==> config.mk <==
export PLATFORM = sky130hd
export DESIGN_NAME = tlb_op_ctrl_flat
export DESIGN_NICKNAME = d
export VERILOG_FILES = /design/src/rtl/tlb_op_ctrl_pkg.sv /design/src/rtl/tlb_op_ctrl_if.sv /design/src/rtl/tlb_op_ctrl_random.sv /design/src/rtl/tlb_op_ctrl.sv /design/src/flat_wrapper.sv
export SDC_FILE = /design/constraint.sdc
export NUM_CORES = 1
export LEC_CHECK = 0
export ABC_AREA = 1
export CORE_AREA = 2 2 182 184
export CTS_BUF_LIST = sky130_fd_sc_hd__clkbuf_2
export CTS_CLUSTER_SIZE = 30
export DETAILED_ROUTE_END_ITERATION = 8
export DIE_AREA = 0 0 184 186
export GPL_TIMING_DRIVEN = 0
export PLACE_DENSITY = 0.68
export RECOVER_POWER = 25
export SLEW_MARGIN = 20
export SYNTH_ARGS = -nofsm -noshare
export SYNTH_HDL_FRONTEND = slang
export SYNTH_HIERARCHICAL = 1
export SYNTH_SLANG_ARGS = --single-unit
==> constraint.sdc <==
create_clock -name clk -period 1.3 [get_ports clk]
set_input_delay 0.13 -clock clk [delete_from_list [all_inputs] [get_ports clk]]
set_output_delay 0.13 -clock clk [all_outputs]
set_load 0.01 [all_outputs]
==> src/rtl/tlb_op_ctrl_pkg.sv <==
// Shared constants for the CP0 TLB instruction sequencer: op codes, CP0
// register field positions, update-mask bits and the FSM state encoding.
package tlb_pkg;

  localparam logic [1:0] OP_TLBP  = 2'd0;
  localparam logic [1:0] OP_TLBR  = 2'd1;
  localparam logic [1:0] OP_TLBWI = 2'd2;
  localparam logic [1:0] OP_TLBWR = 2'd3;

  localparam int HI_VPN2_MSB = 31;
  localparam int HI_VPN2_LSB = 13;
  localparam int HI_ASID_MSB = 7;
  localparam int HI_ASID_LSB = 0;

  localparam int LO_PFN_MSB = 25;
  localparam int LO_PFN_LSB = 6;
  localparam int LO_C_MSB   = 5;
  localparam int LO_C_LSB   = 3;
  localparam int LO_D       = 2;
  localparam int LO_V       = 1;
  localparam int LO_G       = 0;

  localparam int UPD_INDEX   = 0;
  localparam int UPD_ENTRYHI = 1;
  localparam int UPD_ENTRYLO = 2;

  typedef enum logic [1:0] {
    ST_IDLE = 2'd0,
    ST_EXEC = 2'd1,
    ST_RESP = 2'd2
  } state_t;

  // EntryLo carries the entry-wide G bit in every half.
  function automatic logic [31:0] pack_entrylo(input logic [19:0] pfn, input logic [2:0] c,
                                               input logic d, input logic v, input logic g);
    return {6'b0, pfn, c, d, v, g};
  endfunction

endpackage

==> src/rtl/tlb_op_ctrl_if.sv <==
// CP0-stage side of the TLB op sequencer: op request handshake with the
// CP0 register snapshot, and the register-update / refetch response.
interface tlb_op_ctrl_if;
  logic        op_valid;
  logic        op_ready;
  logic [1:0]  op_code;
  logic [31:0] cp0_entryhi;
  logic [31:0] cp0_entrylo0;
  logic [31:0] cp0_entrylo1;
  logic [31:0] cp0_index;
  logic        upd_valid;
  logic [2:0]  upd_mask;
  logic [31:0] upd_index;
  logic [31:0] upd_entryhi;
  logic [31:0] upd_entrylo0;
  logic [31:0] upd_entrylo1;
  logic        refetch;

  modport master (
    output op_valid, op_code, cp0_entryhi, cp0_entrylo0, cp0_entrylo1, cp0_index,
    input  op_ready, upd_valid, upd_mask, upd_index, upd_entryhi, upd_entrylo0,
           upd_entrylo1, refetch
  );

  modport slave (
    input  op_valid, op_code, cp0_entryhi, cp0_entrylo0, cp0_entrylo1, cp0_index,
    output op_ready, upd_valid, upd_mask, upd_index, upd_entryhi, upd_entrylo0,
           upd_entrylo1, refetch
  );
endinterface

==> src/rtl/tlb_op_ctrl_random.sv <==
// CP0 Random register: free-running down-counter that wraps from 0 back to
// the top TLB entry, used as the victim index for TLBWR.
module tlb_random #(
  parameter  int TLBNUM = 16,
  localparam int IW     = $clog2(TLBNUM)
) (
  input  logic          clk,
  input  logic          resetn,
  output logic [IW-1:0] random
);

  always_ff @(posedge clk or negedge resetn) begin
    if (!resetn)              random <= IW'(TLBNUM - 1);
    else if (random == '0)    random <= IW'(TLBNUM - 1);
    else                      random <= random - IW'(1);
  end

endmodule

==> src/rtl/tlb_op_ctrl.sv <==
// Sequencer for TLBP/TLBR/TLBWI/TLBWR: snapshots the CP0 registers, performs
// one TLB access, then returns CP0 register updates or a refetch pulse.
module tlb_op_ctrl
  import tlb_pkg::*;
#(
  parameter  int TLBNUM = 16,
  localparam int IW     = $clog2(TLBNUM)
) (
  input  logic          clk,
  input  logic          resetn,
  tlb_op_ctrl_if.slave  cp0,
  output logic [IW-1:0] random,
  output logic [18:0]   tlb_s1_vpn2,
  output logic          tlb_s1_odd_page,
  output logic [7:0]    tlb_s1_asid,
  input  logic          tlb_s1_found,
  input  logic [IW-1:0] tlb_s1_index,
  output logic [IW-1:0] tlb_r_index,
  input  logic [18:0]   tlb_r_vpn2,
  input  logic [7:0]    tlb_r_asid,
  input  logic          tlb_r_g,
  input  logic [19:0]   tlb_r_pfn0,
  input  logic [2:0]    tlb_r_c0,
  input  logic          tlb_r_d0,
  input  logic          tlb_r_v0,
  input  logic [19:0]   tlb_r_pfn1,
  input  logic [2:0]    tlb_r_c1,
  input  logic          tlb_r_d1,
  input  logic          tlb_r_v1,
  output logic          tlb_we,
  output logic [IW-1:0] tlb_w_index,
  output logic [18:0]   tlb_w_vpn2,
  output logic [7:0]    tlb_w_asid,
  output logic          tlb_w_g,
  output logic [19:0]   tlb_w_pfn0,
  output logic [2:0]    tlb_w_c0,
  output logic          tlb_w_d0,
  output logic          tlb_w_v0,
  output logic [19:0]   tlb_w_pfn1,
  output logic [2:0]    tlb_w_c1,
  output logic          tlb_w_d1,
  output logic          tlb_w_v1
);

  state_t          state, state_nxt;
  logic            accept;
  logic [1:0]      op_q;
  logic [18:0]     vpn2_q;
  logic [7:0]      asid_q;
  logic [25:0]     lo0_q, lo1_q;
  logic [IW-1:0]   idx_q, wr_rand;
  logic [31:0]     probe_q, rd_hi_q, rd_lo0_q, rd_lo1_q;

  tlb_random #(.TLBNUM(TLBNUM)) u_random (
    .clk    (clk),
    .resetn (resetn),
    .random (random)
  );

  assign accept = cp0.op_valid && (state == ST_IDLE);

  always_ff @(posedge clk or negedge resetn) begin
    if (!resetn) state <= ST_IDLE;
    else         state <= state_nxt;
  end

  always_comb begin
    state_nxt = state;
    case (state)
      ST_IDLE: if (accept) state_nxt = ST_EXEC;
      ST_EXEC: state_nxt = ST_RESP;
      ST_RESP: state_nxt = ST_IDLE;
      default: state_nxt = ST_IDLE;
    endcase
  end

  // Snapshot at acceptance so the TLB ports never see the live CP0 values;
  // Random keeps running, so TLBWR uses the value seen at acceptance.
  always_ff @(posedge clk or negedge resetn) begin
    if (!resetn) begin
      op_q     <= OP_TLBP;
      vpn2_q   <= '0;
      asid_q   <= '0;
      lo0_q    <= '0;
      lo1_q    <= '0;
      idx_q    <= '0;
      wr_rand  <= '0;
      probe_q  <= '0;
      rd_hi_q  <= '0;
      rd_lo0_q <= '0;
      rd_lo1_q <= '0;
    end else begin
      if (accept) begin
        op_q    <= cp0.op_code;
        vpn2_q  <= cp0.cp0_entryhi[HI_VPN2_MSB:HI_VPN2_LSB];
        asid_q  <= cp0.cp0_entryhi[HI_ASID_MSB:HI_ASID_LSB];
        lo0_q   <= cp0.cp0_entrylo0[LO_PFN_MSB:0];
        lo1_q   <= cp0.cp0_entrylo1[LO_PFN_MSB:0];
        idx_q   <= cp0.cp0_index[IW-1:0];
        wr_rand <= random;
      end
      if (state == ST_EXEC && op_q == OP_TLBP)
        probe_q <= tlb_s1_found ? {{(32-IW){1'b0}}, tlb_s1_index} : 32'h8000_0000;
      if (state == ST_EXEC && op_q == OP_TLBR) begin
        rd_hi_q  <= {tlb_r_vpn2, 5'b0, tlb_r_asid};
        rd_lo0_q <= pack_entrylo(tlb_r_pfn0, tlb_r_c0, tlb_r_d0, tlb_r_v0, tlb_r_g);
        rd_lo1_q <= pack_entrylo(tlb_r_pfn1, tlb_r_c1, tlb_r_d1, tlb_r_v1, tlb_r_g);
      end
    end
  end

  always_comb begin
    cp0.op_ready     = (state == ST_IDLE);
    cp0.upd_valid    = (state == ST_RESP);
    cp0.upd_mask     = '0;
    cp0.upd_index    = '0;
    cp0.upd_entryhi  = '0;
    cp0.upd_entrylo0 = '0;
    cp0.upd_entrylo1 = '0;
    cp0.refetch      = 1'b0;
    tlb_we           = (state == ST_EXEC) && (op_q == OP_TLBWI || op_q == OP_TLBWR);
    if (state == ST_RESP) begin
      case (op_q)
        OP_TLBP: begin
          cp0.upd_mask[UPD_INDEX] = 1'b1;
          cp0.upd_index           = probe_q;
        end
        OP_TLBR: begin
          cp0.upd_mask[UPD_ENTRYHI] = 1'b1;
          cp0.upd_mask[UPD_ENTRYLO] = 1'b1;
          cp0.upd_entryhi           = rd_hi_q;
          cp0.upd_entrylo0          = rd_lo0_q;
          cp0.upd_entrylo1          = rd_lo1_q;
        end
        default: cp0.refetch = 1'b1;
      endcase
    end
  end

  assign tlb_s1_vpn2     = vpn2_q;
  assign tlb_s1_asid     = asid_q;
  assign tlb_s1_odd_page = 1'b0;
  assign tlb_r_index     = idx_q;

  assign tlb_w_index = (op_q == OP_TLBWR) ? wr_rand : idx_q;
  assign tlb_w_vpn2  = vpn2_q;
  assign tlb_w_asid  = asid_q;
  assign tlb_w_g     = lo0_q[LO_G] & lo1_q[LO_G];
  assign tlb_w_pfn0  = lo0_q[LO_PFN_MSB:LO_PFN_LSB];
  assign tlb_w_c0    = lo0_q[LO_C_MSB:LO_C_LSB];
  assign tlb_w_d0    = lo0_q[LO_D];
  assign tlb_w_v0    = lo0_q[LO_V];
  assign tlb_w_pfn1  = lo1_q[LO_PFN_MSB:LO_PFN_LSB];
  assign tlb_w_c1    = lo1_q[LO_C_MSB:LO_C_LSB];
  assign tlb_w_d1    = lo1_q[LO_D];
  assign tlb_w_v1    = lo1_q[LO_V];

endmodule
==> src/flat_wrapper.sv <==
// flat-port wrapper written by rule: the top's interface ports become plain ports
module tlb_op_ctrl_flat import tlb_pkg::*;
#(
  parameter  int TLBNUM = 16,
  localparam int IW     = $clog2(TLBNUM)
)
  (clk, resetn, random, tlb_s1_vpn2, tlb_s1_odd_page, tlb_s1_asid, tlb_s1_found, tlb_s1_index, tlb_r_index, tlb_r_vpn2, tlb_r_asid, tlb_r_g, tlb_r_pfn0, tlb_r_c0, tlb_r_d0, tlb_r_v0, tlb_r_pfn1, tlb_r_c1, tlb_r_d1, tlb_r_v1, tlb_we, tlb_w_index, tlb_w_vpn2, tlb_w_asid, tlb_w_g, tlb_w_pfn0, tlb_w_c0, tlb_w_d0, tlb_w_v0, tlb_w_pfn1, tlb_w_c1, tlb_w_d1, tlb_w_v1, cp0_op_valid, cp0_op_code, cp0_cp0_entryhi, cp0_cp0_entrylo0, cp0_cp0_entrylo1, cp0_cp0_index, cp0_op_ready, cp0_upd_valid, cp0_upd_mask, cp0_upd_index, cp0_upd_entryhi, cp0_upd_entrylo0, cp0_upd_entrylo1, cp0_refetch);
  tlb_op_ctrl_if cp0_i ();
  input  logic clk;
  input  logic resetn;
  output logic [IW-1:0] random;
  output logic [18:0] tlb_s1_vpn2;
  output logic tlb_s1_odd_page;
  output logic [7:0] tlb_s1_asid;
  input  logic tlb_s1_found;
  input  logic [IW-1:0] tlb_s1_index;
  output logic [IW-1:0] tlb_r_index;
  input  logic [18:0] tlb_r_vpn2;
  input  logic [7:0] tlb_r_asid;
  input  logic tlb_r_g;
  input  logic [19:0] tlb_r_pfn0;
  input  logic [2:0] tlb_r_c0;
  input  logic tlb_r_d0;
  input  logic tlb_r_v0;
  input  logic [19:0] tlb_r_pfn1;
  input  logic [2:0] tlb_r_c1;
  input  logic tlb_r_d1;
  input  logic tlb_r_v1;
  output logic tlb_we;
  output logic [IW-1:0] tlb_w_index;
  output logic [18:0] tlb_w_vpn2;
  output logic [7:0] tlb_w_asid;
  output logic tlb_w_g;
  output logic [19:0] tlb_w_pfn0;
  output logic [2:0] tlb_w_c0;
  output logic tlb_w_d0;
  output logic tlb_w_v0;
  output logic [19:0] tlb_w_pfn1;
  output logic [2:0] tlb_w_c1;
  output logic tlb_w_d1;
  output logic tlb_w_v1;
  input wire logic [$bits(cp0_i.op_valid)-1:0] cp0_op_valid;
  input wire logic [$bits(cp0_i.op_code)-1:0] cp0_op_code;
  input wire logic [$bits(cp0_i.cp0_entryhi)-1:0] cp0_cp0_entryhi;
  input wire logic [$bits(cp0_i.cp0_entrylo0)-1:0] cp0_cp0_entrylo0;
  input wire logic [$bits(cp0_i.cp0_entrylo1)-1:0] cp0_cp0_entrylo1;
  input wire logic [$bits(cp0_i.cp0_index)-1:0] cp0_cp0_index;
  output wire logic [$bits(cp0_i.op_ready)-1:0] cp0_op_ready;
  output wire logic [$bits(cp0_i.upd_valid)-1:0] cp0_upd_valid;
  output wire logic [$bits(cp0_i.upd_mask)-1:0] cp0_upd_mask;
  output wire logic [$bits(cp0_i.upd_index)-1:0] cp0_upd_index;
  output wire logic [$bits(cp0_i.upd_entryhi)-1:0] cp0_upd_entryhi;
  output wire logic [$bits(cp0_i.upd_entrylo0)-1:0] cp0_upd_entrylo0;
  output wire logic [$bits(cp0_i.upd_entrylo1)-1:0] cp0_upd_entrylo1;
  output wire logic [$bits(cp0_i.refetch)-1:0] cp0_refetch;
  assign cp0_i.op_valid = cp0_op_valid;
  assign cp0_i.op_code = cp0_op_code;
  assign cp0_i.cp0_entryhi = cp0_cp0_entryhi;
  assign cp0_i.cp0_entrylo0 = cp0_cp0_entrylo0;
  assign cp0_i.cp0_entrylo1 = cp0_cp0_entrylo1;
  assign cp0_i.cp0_index = cp0_cp0_index;
  assign cp0_op_ready = cp0_i.op_ready;
  assign cp0_upd_valid = cp0_i.upd_valid;
  assign cp0_upd_mask = cp0_i.upd_mask;
  assign cp0_upd_index = cp0_i.upd_index;
  assign cp0_upd_entryhi = cp0_i.upd_entryhi;
  assign cp0_upd_entrylo0 = cp0_i.upd_entrylo0;
  assign cp0_upd_entrylo1 = cp0_i.upd_entrylo1;
  assign cp0_refetch = cp0_i.refetch;
  tlb_op_ctrl #(.TLBNUM(TLBNUM)) u_core (.clk(clk), .resetn(resetn), .cp0(cp0_i), .random(random), .tlb_s1_vpn2(tlb_s1_vpn2), .tlb_s1_odd_page(tlb_s1_odd_page), .tlb_s1_asid(tlb_s1_asid), .tlb_s1_found(tlb_s1_found), .tlb_s1_index(tlb_s1_index), .tlb_r_index(tlb_r_index), .tlb_r_vpn2(tlb_r_vpn2), .tlb_r_asid(tlb_r_asid), .tlb_r_g(tlb_r_g), .tlb_r_pfn0(tlb_r_pfn0), .tlb_r_c0(tlb_r_c0), .tlb_r_d0(tlb_r_d0), .tlb_r_v0(tlb_r_v0), .tlb_r_pfn1(tlb_r_pfn1), .tlb_r_c1(tlb_r_c1), .tlb_r_d1(tlb_r_d1), .tlb_r_v1(tlb_r_v1), .tlb_we(tlb_we), .tlb_w_index(tlb_w_index), .tlb_w_vpn2(tlb_w_vpn2), .tlb_w_asid(tlb_w_asid), .tlb_w_g(tlb_w_g), .tlb_w_pfn0(tlb_w_pfn0), .tlb_w_c0(tlb_w_c0), .tlb_w_d0(tlb_w_d0), .tlb_w_v0(tlb_w_v0), .tlb_w_pfn1(tlb_w_pfn1), .tlb_w_c1(tlb_w_c1), .tlb_w_d1(tlb_w_d1), .tlb_w_v1(tlb_w_v1));
endmodule
* After elaboration in Yosys (flattened, before gate mapping) *
Cells that the tools add are included.

cells by class
  reduce and logical (&&, ||, !) cells = 9
  multiplexer cells = 18
  shift-type cells = 0
  add/subtract/negate cells = 1
  bitwise operators = 1
  div/mod/pow operators = 0
  equality and inequality tests = 6
  magnitude comparators = 0
  multipliers = 0

operator list
  cell                   count
  $mux W32               7
  $mux W26               2
  $mux W4                2
  $eq A2 B2 Y1 const B   3
  $eq A2 B1 Y1 const B   2
  $logic_and A1 B1 Y1    4
  $logic_not A2 Y1       2
  $logic_not A4 Y1       1
  $mux W2                2
  $pmux W2 S2            1
  $sub A4 B1 Y4 const B  1
  $mux W1                3
  $mux W3                1
  $ne A2 B1 Y1 const B   1
  $reduce_or A2 Y1       1
  $and A1 B1 Y1          1
  $logic_or A1 B1 Y1     1

word-level totals
  latch bits = 0
  register bits = 206
  logic and storage cells = 48
  bits in read-only memories = 0
  output and inout port bits = 253
  memories kept = 0
  input port bits = 216
  bits in writable memories = 0

* Logic depth before layout (Yosys ltp) *
  depth in word-level cells = 4
  depth in mapped cells = 8
  depth with buffers taken out = 5

* Hierarchy *
Netlist, hierarchy kept.

modules (own cells, without submodules)
  module       instances  cells each  seq. area each (um^2)  area each (um^2)
  tlb_op_ctrl  1          1,088       4,354.2                8,625.8
  tlb_random   1          18          105.1                  176.4

* Least setup slack after synthesis *
No wires, ideal clock.

  kind = register to output
  start point = reg u_core.op_q[0]
  end point = out cp0_upd_entrylo1[0]
  setup slack = -0.183 ns
  data required time = 1.170 ns
  path buffers = 4
  stages on the path, launching flop included = 9
  data arrival time = 1.353 ns
  path through = dfrtp_1 -> buf_4 -> inv_1 -> nor2_2 -> buf_4 -> buf_4 -> nand2_1 -> nor2_1 -> buf_4

on the way
  cells in the longest elaborated chain, start to end = 3

RTL lines
  element                 RTL line            RTL
  start, declared         tlb_op_ctrl.sv:47   logic [1:0] op_q;
  start signal, assigned  tlb_op_ctrl.sv:94   op_q <= cp0.op_code;
  $eq A2 B1 Y1            tlb_op_ctrl.sv:123  case (op_q)
  $mux W26                tlb_op_ctrl.sv:123
  $mux W32                tlb_op_ctrl.sv:122  if (state == ST_RESP) begin
  end, declared           flat_wrapper.sv:54  output wire logic [$bits(cp0_i.upd_entrylo1)-1:0] cp0_upd_entrylo1;

Every way passes these cells.

* Worst setup path in the final report *
  start point = reg u_core.op_q[1]
  end point = out cp0_upd_entrylo0[5]

on the way
  cells in the longest elaborated chain, start to end = 3

RTL lines
  element        RTL line            RTL
  $eq A2 B1 Y1   tlb_op_ctrl.sv:123
  $mux W26       tlb_op_ctrl.sv:123
  $mux W32       tlb_op_ctrl.sv:122
  end, declared  flat_wrapper.sv:53  output wire logic [$bits(cp0_i.upd_entrylo0)-1:0] cp0_upd_entrylo0;

Every way passes these cells.

==> results.md <==
- H-Tree Depth: 4
- Mapped cell area: 8800 um^2
- Largest net degree at the start of global routing: 94
- Per-cell routed wire length: 17.0 um
- Netlist cell types: 20
- Detailed placer's ending HPWL: 24,000 um
- Num rows: 66
- Leak: 0.00859 uW
- Failing checks: setup timing
- Post-Syn Instances: 1,106
- Max-Cap Viols: 0
- Worst EP arrival: 2.29 ns
- Vias: 9,904
- Worst-Skew Late Latency: 0.75 ns
- Post-layout nets: 2,016
- RSZ-0062 raised after global routing: yes
- Max-slew violations: 0
- Clk_skew: 0.0476 ns
- Vias in the first global route: 9,745
- Initial drt markers: 520
- Layout cell share with drive strength beyond 1: 33.0%
- Max transition margin: 14.3%
- Area leader, netlist: dfrtp_1
- DIE WIDTH: 184 um
- Final hold viol count: 0
- Number of synthesized register bits: 178
- Status: finished, violations left
- Final period util: 186%
- PwrDens: 1380 nW/um^2
- Worst Hold Class: input pin to asynchronous set/reset pin
- CTS Sinks: 178
- Total congestion overflow: 0
- Area grow syn2layout: 90.4%
- GRT Total Usage: 20.3%
- CTS buffer count: 17
- Synthesized area per cell: 7.96 um^2
- Fin Hold WS: 0.150 ns
- Remaining DRCs: 0
- Hold buffers post-CTS: 170
- Synth top area cells: dfrtp_1 (49%), nand2_1 (19%), buf_4 (12%), nand3_1 (9.8%), nor2_1 (3.7%)
- Num ports: 469
- DP Area: 13,300 um^2
- Share of the synthesized area in the top cell type: 49.5%
- Worst-path clk slew: 0.30 ns
- Die height: 186 um
- TritonCTS clock tree: yes
- Pre-antenna DRT Iters: 4
- Remaining antenna violation count: 0
- Die area: 34,200 um^2
- Gp weighted congestion: 0.820
- Peak supply drop: 0.000708 V
- Slew at the pin closest to its max-slew limit: 1.29 ns
- Initial antenna violation count: 0
- Final WS setup: -1.12 ns
- Clk root buf: clkbuf_2
- Critical Path RT: 1.17 ns
- Sequential area share after synthesis: 50.7%
- Syn. warnings: 6
- Worst setup SP type: flip-flop
- Core area: 32,200 um^2
- Routed vias/inst: 4.46
- Final worst path period need: 2.42 ns
- Number of I/O port buffers: 377
- F_max: 0.413 GHz
- DRT Wirelength: 37,800 um
- Fin area: 16,800 um^2
- Setup violators final: 381
- CP Class: flip-flop to output port
- First-pass GRT wire length: 53,200 um
- # diodes: 0
- Crit path capture type: output port
- CTS Buffer Depth: 2
- Largest fanout on the critical path: 5
- Starting Density: 27.3%
power breakdown:
group	internal [uW]	switching, uW
clock network	1100	2200
registers	7460	1530
logic	5920	4980
total	14500	8710
worst max-delay path, stage by stage, from the launching register on:
cell and delay, ns:
dfrtp_1 0.47, buf_6 0.12, nor2_4 0.20, buf_8 0.17
buf_6 0.13, buf_6 0.12, nand2_2 0.05, nor2_2 0.11
buf_2 0.15
cell usage in the layout, fill, tap and decap left out, types with 6 or more instances in the layout:
master / count
nand2_1: 407
buf_6: 195
dlygate4sd3_1: 170
dfrtp_1: 169
clkdlybuf4s50_1: 168
nand3_1: 164
buf_4: 124
buf_2: 86
nor2_1: 59
conb_1: 45
clkbuf_2: 41
nand2_2: 25
buf_8: 19
nor2_4: 18
nand2_4: 14
nor2_2: 13
clkbuf_1: 9
nand3_2: 8
dlymetal6s2s_1: 7
buf_12: 7
inv_6: 6
clkbuf_4: 6
inv_1: 6
cell type report:
type | count | area (um^2)
Buffer | 173 | 1620
Clock buffer | 17 | 85.1
Clock inverter | 15 | 180
Fill cell | 2867 | 15400
Inverter | 10 | 50.0
Multi-Input combinational cell | 768 | 3610
Sequential cell | 178 | 4470
Tap cell | 408 | 510
Timing Repair Buffer | 651 | 6240
per-layer routing:
metal  track usage (%)  vias up  wire (um)
met1              22.6     4756      14300
met5                 0        -          0
met4              7.97        0       1240
met2              36.6      408      19500
met3              5.89       54       2880
li1                  -     4686          -
synth_stat cells:
cell      number
buf_1          3
buf_2         35
buf_4        138
buf_6          3
clkbuf_1      16
conb_1         1
dfrtp_1      174
dfstp_2        4
ha_1           1
inv_1          9
inv_2          1
nand2_1      448
nand2_2        1
nand3_1      173
nand3b_1       5
nor2_1        86
nor2_2         2
nor2_4         2
nor3_1         3
xor2_1         1
through the flow:
step	setup WS [ns]	utilization (%)	instances	setup TNS, ns	power, uW
floorplan	-0.104	-	1150	-0.104	12800
global placement	-7.63	41.2	1935	-1474.68	16600
detailed placement	-1.12	41.3	1936	-135.52	16800
CTS	-1.20	48.6	2179	-257.86	21600
global route	-1.32	52.0	2220	-238.44	24600
finish	-1.12	52.0	2220	-178.36	23200
kinds of logic (layout without fill, tap and decap cells):
| logic type | Yosys count | count (layout) | synth area share, % |
|---|---|---|---|
| xor gates and xnor gates | 1 | 1 | 0.0995 |
| and+or+nand+nor | 720 | 721 | 33.7 |
| other | 1 | 45 | 0.0426 |
| adders and majority gates | 1 | 1 | 0.142 |
| DFF | 178 | 178 | 50.7 |
| buffers and inverters | 205 | 866 | 15.4 |
timing repair:
item | in CTS | in global routing
resized for setup | 571 | 577
endpoints found under the setup margin | 381 | 381
buffers inserted | 34 | 62
hold endpoints to repair | 346 | 85
pin swaps | 20 | 42
gates cloned | 7 | 5
path summary, 6_finish.rpt:
path	startpoint	to	slack (ns)	cells after the start
setup reg to reg	u_core/op_q[1]	u_core/rd_hi_q[13]	-0.44	9
max in group asynchronous	resetn	u_core/tlb_s1_vpn2[1]	0.01	3
hold reg to reg	u_core/lo1_q[1]	u_core/lo1_q[1]	0.51	2
setup / recovery	u_core/op_q[1]	cp0_upd_entrylo0[5]	-1.12	8
hold / removal	resetn	u_core/rd_hi_q[6]	0.15	2
min in group clk	cp0_cp0_entrylo0[20]	u_core/lo0_q[20]	0.45	4
state kept, by name, indices dropped and copies added, names as in the netlist:
register                cells
u_core/lo0_q               26
u_core/u_random/random      4
u_core/lo1_q               26
u_core/rd_hi_q             27
u_core/probe_q              5
u_core/state                2
u_core/tlb_r_index          4
u_core/tlb_s1_asid          8
u_core/rd_lo0_q            25
u_core/op_q                 2
u_core/tlb_s1_vpn2         19
u_core/rd_lo1_q            26
u_core/wr_rand              4
No activity file was read; power rests on OpenSTA's default activity.
